**config.mk**
```make
export PLATFORM = sky130hd
export DESIGN_NAME = uart_tx_fsm_flat
export DESIGN_NICKNAME = d
export VERILOG_FILES = /design/src/rtl/uart_tx_fsm_if.sv /design/src/rtl/uart_tx_fsm.sv /design/src/flat_wrapper.sv
export SDC_FILE = /design/constraint.sdc
export NUM_CORES = 1
export LEC_CHECK = 0
export CORE_ASPECT_RATIO = 1.5
export CORE_MARGIN = 2
export CORE_UTILIZATION = 52
export DETAILED_ROUTE_END_ITERATION = 6
export PLACE_DENSITY = 0.82
export RECOVER_POWER = 50
export SKIP_LAST_GASP = 1
export SLEW_MARGIN = 20
export SYNTH_ARGS = -nofsm -noshare
export SYNTH_HDL_FRONTEND = slang
export SYNTH_SLANG_ARGS = --single-unit
```
**constraint.sdc**
```tcl
create_clock -name CLK -period 2.2 [get_ports CLK]
set_clock_uncertainty 0.15 [all_clocks]
set_input_delay 0.66 -clock CLK [delete_from_list [all_inputs] [get_ports CLK]]
set_output_delay 0.66 -clock CLK [all_outputs]
set_load 0.01 [all_outputs]
```
**src/rtl/uart_tx_fsm_if.sv**
```systemverilog
// uart_tx_fsm_if: handshake/bus bundle between the upstream byte source and
// the UART TX control FSM.
//   P_DATA     : parallel word to transmit
//   DATA_VALID : transmit request (pulse or level)
//   PAR_EN     : 1 = insert a parity bit
//   PAR_TYP    : 0 = even parity, 1 = odd parity
//   mux_sel    : 00 stop/idle, 01 start, 10 data, 11 parity
//   ser_data   : current serialized data bit
//   par_bit    : parity of the latched word
//   busy       : high from the START cycle through the STOP cycle
// master = upstream source (test harness), slave = the FSM.
interface uart_tx_fsm_if #(
  parameter int DATA_WIDTH = 8
);
  logic [DATA_WIDTH-1:0] P_DATA;
  logic                  DATA_VALID;
  logic                  PAR_EN;
  logic                  PAR_TYP;
  logic [1:0]            mux_sel;
  logic                  ser_data;
  logic                  par_bit;
  logic                  busy;

  modport master (
    output P_DATA, DATA_VALID, PAR_EN, PAR_TYP,
    input  mux_sel, ser_data, par_bit, busy
  );

  modport slave (
    input  P_DATA, DATA_VALID, PAR_EN, PAR_TYP,
    output mux_sel, ser_data, par_bit, busy
  );
endinterface

```
**src/rtl/uart_tx_fsm.sv**
```systemverilog
// uart_tx_fsm: control/serialization stage feeding the UART TX output mux.
// One frame bit per CLK (CLK is the baud clock): START, DATA (LSB first),
// optional PARITY, STOP. A request seen in IDLE or STOP is accepted; in STOP
// this gives back-to-back frames with no idle gap.
// Ports:
//   CLK : baud-rate clock, rising edge
//   RST : synchronous reset, active high (wins over a same-edge request)
//   bus : uart_tx_fsm_if.slave (P_DATA/DATA_VALID/PAR_EN/PAR_TYP in,
//         mux_sel/ser_data/par_bit/busy out)
// All outputs are registers, updated together with the state.
module uart_tx_fsm #(
  parameter int DATA_WIDTH = 8
) (
  input  logic         CLK,
  input  logic         RST,
  uart_tx_fsm_if.slave bus
);

  localparam int CW = $clog2(DATA_WIDTH + 1);
  localparam logic [CW-1:0] LAST_BIT = CW'(DATA_WIDTH - 1);

  typedef enum logic [2:0] {
    S_IDLE,
    S_START,
    S_DATA,
    S_PARITY,
    S_STOP
  } state_t;

  state_t                r_state;
  logic [DATA_WIDTH-1:0] r_shift;
  logic [CW-1:0]         r_cnt;
  logic                  r_par_en;
  logic                  r_par_bit;
  logic                  r_ser;
  logic                  r_busy;
  logic [1:0]            r_mux;

  logic w_accept;
  logic w_par;

  assign w_accept = bus.DATA_VALID && ((r_state == S_IDLE) || (r_state == S_STOP));
  // PAR_TYP is folded into the parity bit at acceptance, so only the result
  // needs to be held for the frame in flight.
  assign w_par    = bus.PAR_TYP ? ~(^bus.P_DATA) : (^bus.P_DATA);

  always_ff @(posedge CLK) begin
    if (RST) begin
      r_state   <= S_IDLE;
      r_shift   <= '0;
      r_cnt     <= '0;
      r_par_en  <= 1'b0;
      r_par_bit <= 1'b0;
      r_ser     <= 1'b0;
      r_busy    <= 1'b0;
      r_mux     <= 2'b00;
    end else begin
      case (r_state)
        S_IDLE, S_STOP: begin
          if (w_accept) begin
            r_shift   <= bus.P_DATA;
            r_par_en  <= bus.PAR_EN;
            r_par_bit <= w_par;
            r_state   <= S_START;
            r_mux     <= 2'b01;
            r_busy    <= 1'b1;
          end else begin
            r_state   <= S_IDLE;
            r_mux     <= 2'b00;
            r_busy    <= 1'b0;
          end
        end
        S_START: begin
          // ser_data is registered, so the first bit is loaded on the edge
          // that enters DATA; each later DATA edge loads the next bit.
          r_state <= S_DATA;
          r_mux   <= 2'b10;
          r_cnt   <= '0;
          r_ser   <= r_shift[0];
          r_shift <= r_shift >> 1;
        end
        S_DATA: begin
          r_cnt <= r_cnt + 1'b1;
          if (r_cnt == LAST_BIT) begin
            if (r_par_en) begin
              r_state <= S_PARITY;
              r_mux   <= 2'b11;
            end else begin
              r_state <= S_STOP;
              r_mux   <= 2'b00;
            end
          end else begin
            r_ser   <= r_shift[0];
            r_shift <= r_shift >> 1;
          end
        end
        S_PARITY: begin
          r_state <= S_STOP;
          r_mux   <= 2'b00;
        end
        default: begin
          r_state <= S_IDLE;
          r_mux   <= 2'b00;
          r_busy  <= 1'b0;
        end
      endcase
    end
  end

  assign bus.mux_sel  = r_mux;
  assign bus.ser_data = r_ser;
  assign bus.par_bit  = r_par_bit;
  assign bus.busy     = r_busy;

endmodule

```
**src/flat_wrapper.sv**
```systemverilog
// flat-port wrapper written by rule: the top's interface ports become plain ports
module uart_tx_fsm_flat 
#(
  parameter int DATA_WIDTH = 8
)
  (CLK, RST, bus_P_DATA, bus_DATA_VALID, bus_PAR_EN, bus_PAR_TYP, bus_mux_sel, bus_ser_data, bus_par_bit, bus_busy);
  uart_tx_fsm_if #(.DATA_WIDTH(DATA_WIDTH)) bus_i ();
  input  logic CLK;
  input  logic RST;
  input wire logic [$bits(bus_i.P_DATA)-1:0] bus_P_DATA;
  input wire logic [$bits(bus_i.DATA_VALID)-1:0] bus_DATA_VALID;
  input wire logic [$bits(bus_i.PAR_EN)-1:0] bus_PAR_EN;
  input wire logic [$bits(bus_i.PAR_TYP)-1:0] bus_PAR_TYP;
  output wire logic [$bits(bus_i.mux_sel)-1:0] bus_mux_sel;
  output wire logic [$bits(bus_i.ser_data)-1:0] bus_ser_data;
  output wire logic [$bits(bus_i.par_bit)-1:0] bus_par_bit;
  output wire logic [$bits(bus_i.busy)-1:0] bus_busy;
  assign bus_i.P_DATA = bus_P_DATA;
  assign bus_i.DATA_VALID = bus_DATA_VALID;
  assign bus_i.PAR_EN = bus_PAR_EN;
  assign bus_i.PAR_TYP = bus_PAR_TYP;
  assign bus_mux_sel = bus_i.mux_sel;
  assign bus_ser_data = bus_i.ser_data;
  assign bus_par_bit = bus_i.par_bit;
  assign bus_busy = bus_i.busy;
  uart_tx_fsm #(.DATA_WIDTH(DATA_WIDTH)) u_core (.CLK(CLK), .RST(RST), .bus(bus_i));
endmodule
```
==> impl_metrics.ini <==
[detailed_routing]
route.detailed.wl_per_inst_um = 15.0
first_pass_iters = 4
wl_mm = 2.53
drcViolationCount = 0
wl_met1_mm = 1.05
highest_layer = met4
vias = 1027
wl_met3_um = 59
drtIter0Drc = 19
dr_wl_met2_mm = 1.37
via_per_inst = 6.08
ant_nets = 0

[critical_path]
crit_chain = clkdlybuf4s50_1
endpoint_kind = output pin
critPathLaunchType = flop
max_stage_delay_ns = 0.54
crit_required_ns = 1.39
critPathTopFamily = buffers and inverters
worst-endpoint-arrival_ns = 1.21
crit_type = flop to output pin
cp_slowest_cell = clkdlybuf4s50_1
worst-path-buf-inv = 1
cp_max_fo = 3
r2r_start = u_core.r_state[0]
startpoint = u_core.bus.ser_data

[grt]
grt_pass1_wl_mm = 4.06
antenna_found_initial = 0
globalRouteOverflowTotal = 0
grt_pass1_vias = 963
track_usage = 0.206
grt_max_degree = 19

[sta]
tightest_slew_ns = 0.670
rsz0062_at_grt = false
timing.final.crit_period_ns = 2.02
period_share = 0.919
finalHoldViolations = 0
setup-violations-final = 0
slew_headroom = 0.553
slew_viol_final = 0
fin_tns_setup_ns = 0
max_clock_freq_mhz = 495

[yosys]
yosysWarnings = 0
ys_seq_area_frac = 0.368
synthArstFlopShare = 0
syn_nets = 144
synth_largest_area_cell = dfxtp_1
ys_top_cells_by_area = dfxtp_1 (37%), nor3_1 (6.6%), a221oi_1 (5.4%), nor3b_1 (5.3%), nor2_1 (3.6%)
yosysTopAreaCellShare = 0.368
syn_area_per_cell_um2 = 8.80
netlist-cell-type-count = 40
synthFlopType = dfxtp_1
synth_edf_count = 0
netlist_area_um2 = 1140
ys_ff_latch = 21
netlist_instances = 130

[clocking]
clk_latency_ns = 0.31
hold_buffers = 0
ctsLongestPathBuffers = 2
tritoncts = yes
cts-resized-gates = 0
clock-sinks = 21
htreeDepth = 1
cts_buffers = 3
clk_pin_slew_ns = 0.12
cts_root_buf = clkbuf_4
cts_setup_buffers = 0

[finish]
finalNonFillerCells = 169
final_util = 0.660
num_antenna_cells = 0
final_common_cell = dfxtp_1
final_cell_mix = dfxtp_1 (21), nor3_1 (15), clkdlybuf4s50_1 (15)
fin_area_um2 = 1350
syn_to_final_growth_pct = 18.4
drive_above_1_share = 0.0816
nets = 162

[placed_design]
place_congestion = 0.777
dpl_cell_area_um2 = 1330
dp.cells = 165
hpwlAfterDp_mm = 1.90
io_buffers = 17

[power]
cellPowerDensity_nw_per_um2 = 662
power_leakage_nw = 0.494
irDropWorstVdd_mv = 0.351

[die]
rows = 20
ios = 18
die-area_um2 = 2600
initial_core_util = 0.557
core_um2 = 2050
dieWidth_um = 42.3
dieHeight_um = 61.4

[worst_hold_path]
hp-class = flop to flop
hp-start = u_core.bus.busy

[run]
drv_cap = 0

[status]
outcome = finished, final reports clean
-- kinds of logic after synthesis --
family,after synthesis,share of synthesized area
AND/OR/NAND/NOR,57,0.290
flip-flops,21,0.368
buffers and inverters,11,0.0481
XOR/XNOR,7,0.0722
AO/OA/AOI/OAI,29,0.173
multiplexers,4,0.0383
adder cells (fa/ha/maj),1,0.0109
-- registers in the layout, summed over array words and instances, names as in the netlist --
signal and flops:
u_core.r_shift 8, u_core.r_cnt 4, u_core.r_state 3, u_core.bus.mux_sel 2, u_core.bus.busy 1, u_core.bus.par_bit 1
u_core.bus.ser_data 1, u_core.r_par_en 1
-- layer usage --
layer	GRT usage	vias to the layer above
li1	-	515
met1	0.219	484
met2	0.396	21
met3	0.0205	7
met4	0.116	0
met5	0	-
-- cells in the mapped netlist (2+ instances only) --
cell type,instances
mux2_2,2
nor2_1,11
o21ai_0,5
dfxtp_1,21
nor4bb_1,2
nand3b_1,5
nand2_1,4
inv_1,2
clkbuf_1,3
a221oi_1,7
and3_1,2
nand2b_1,3
xnor2_1,3
a21oi_1,7
nor3_1,15
a22oi_1,3
xor2_1,2
buf_2,4
nor3b_1,8
-- where the power goes --
group / total [W] / internal [W] / switching (W)
clock network: 0.000190 / 0.0000708 / 0.000119
registers: 0.000449 / 0.000419 / 0.0000296
logic: 0.000257 / 0.000133 / 0.000124
-- layout make-up --
type / instances / area, um2
tap: 22 / 27.5
fill: 186 / 698
timing repair buffer: 22 / 204
inverter: 2 / 7.51
clock buffer: 4 / 26.3
sequential: 21 / 420
multi-input combinational: 98 / 668
-- worst register-to-register path, delay by kind of cell, from the launching register on --
kind             cells  cell delay, ns
AND/OR/NAND/NOR      3            0.80
AO/OA/AOI/OAI        1            0.39
flip-flops           1            0.42
-- through the flow --
stage	worst slack (ns)	total power, W	hold slack (ns)
6_report	0.179	0.000896	0.316
5_1_grt	0.0855	0.000938	0.345
4_1_cts	0.174	0.000897	0.324
3_5_place_dp	-0.0548	0.000714	0.306
3_3_place_gp	0.000815	0.000704	0.295
2_1_floorplan	0.569	0.000629	0.313
-- final timing paths --
check                      end  slack, ns  cells after the start
min            u_core.bus.busy       0.32                      2
max               bus_ser_data       0.18                      1
min reg2reg    u_core.bus.busy       0.32                      2
max reg2reg  u_core.r_shift[4]       0.31                      4
(Power assumes the default switching activity.)
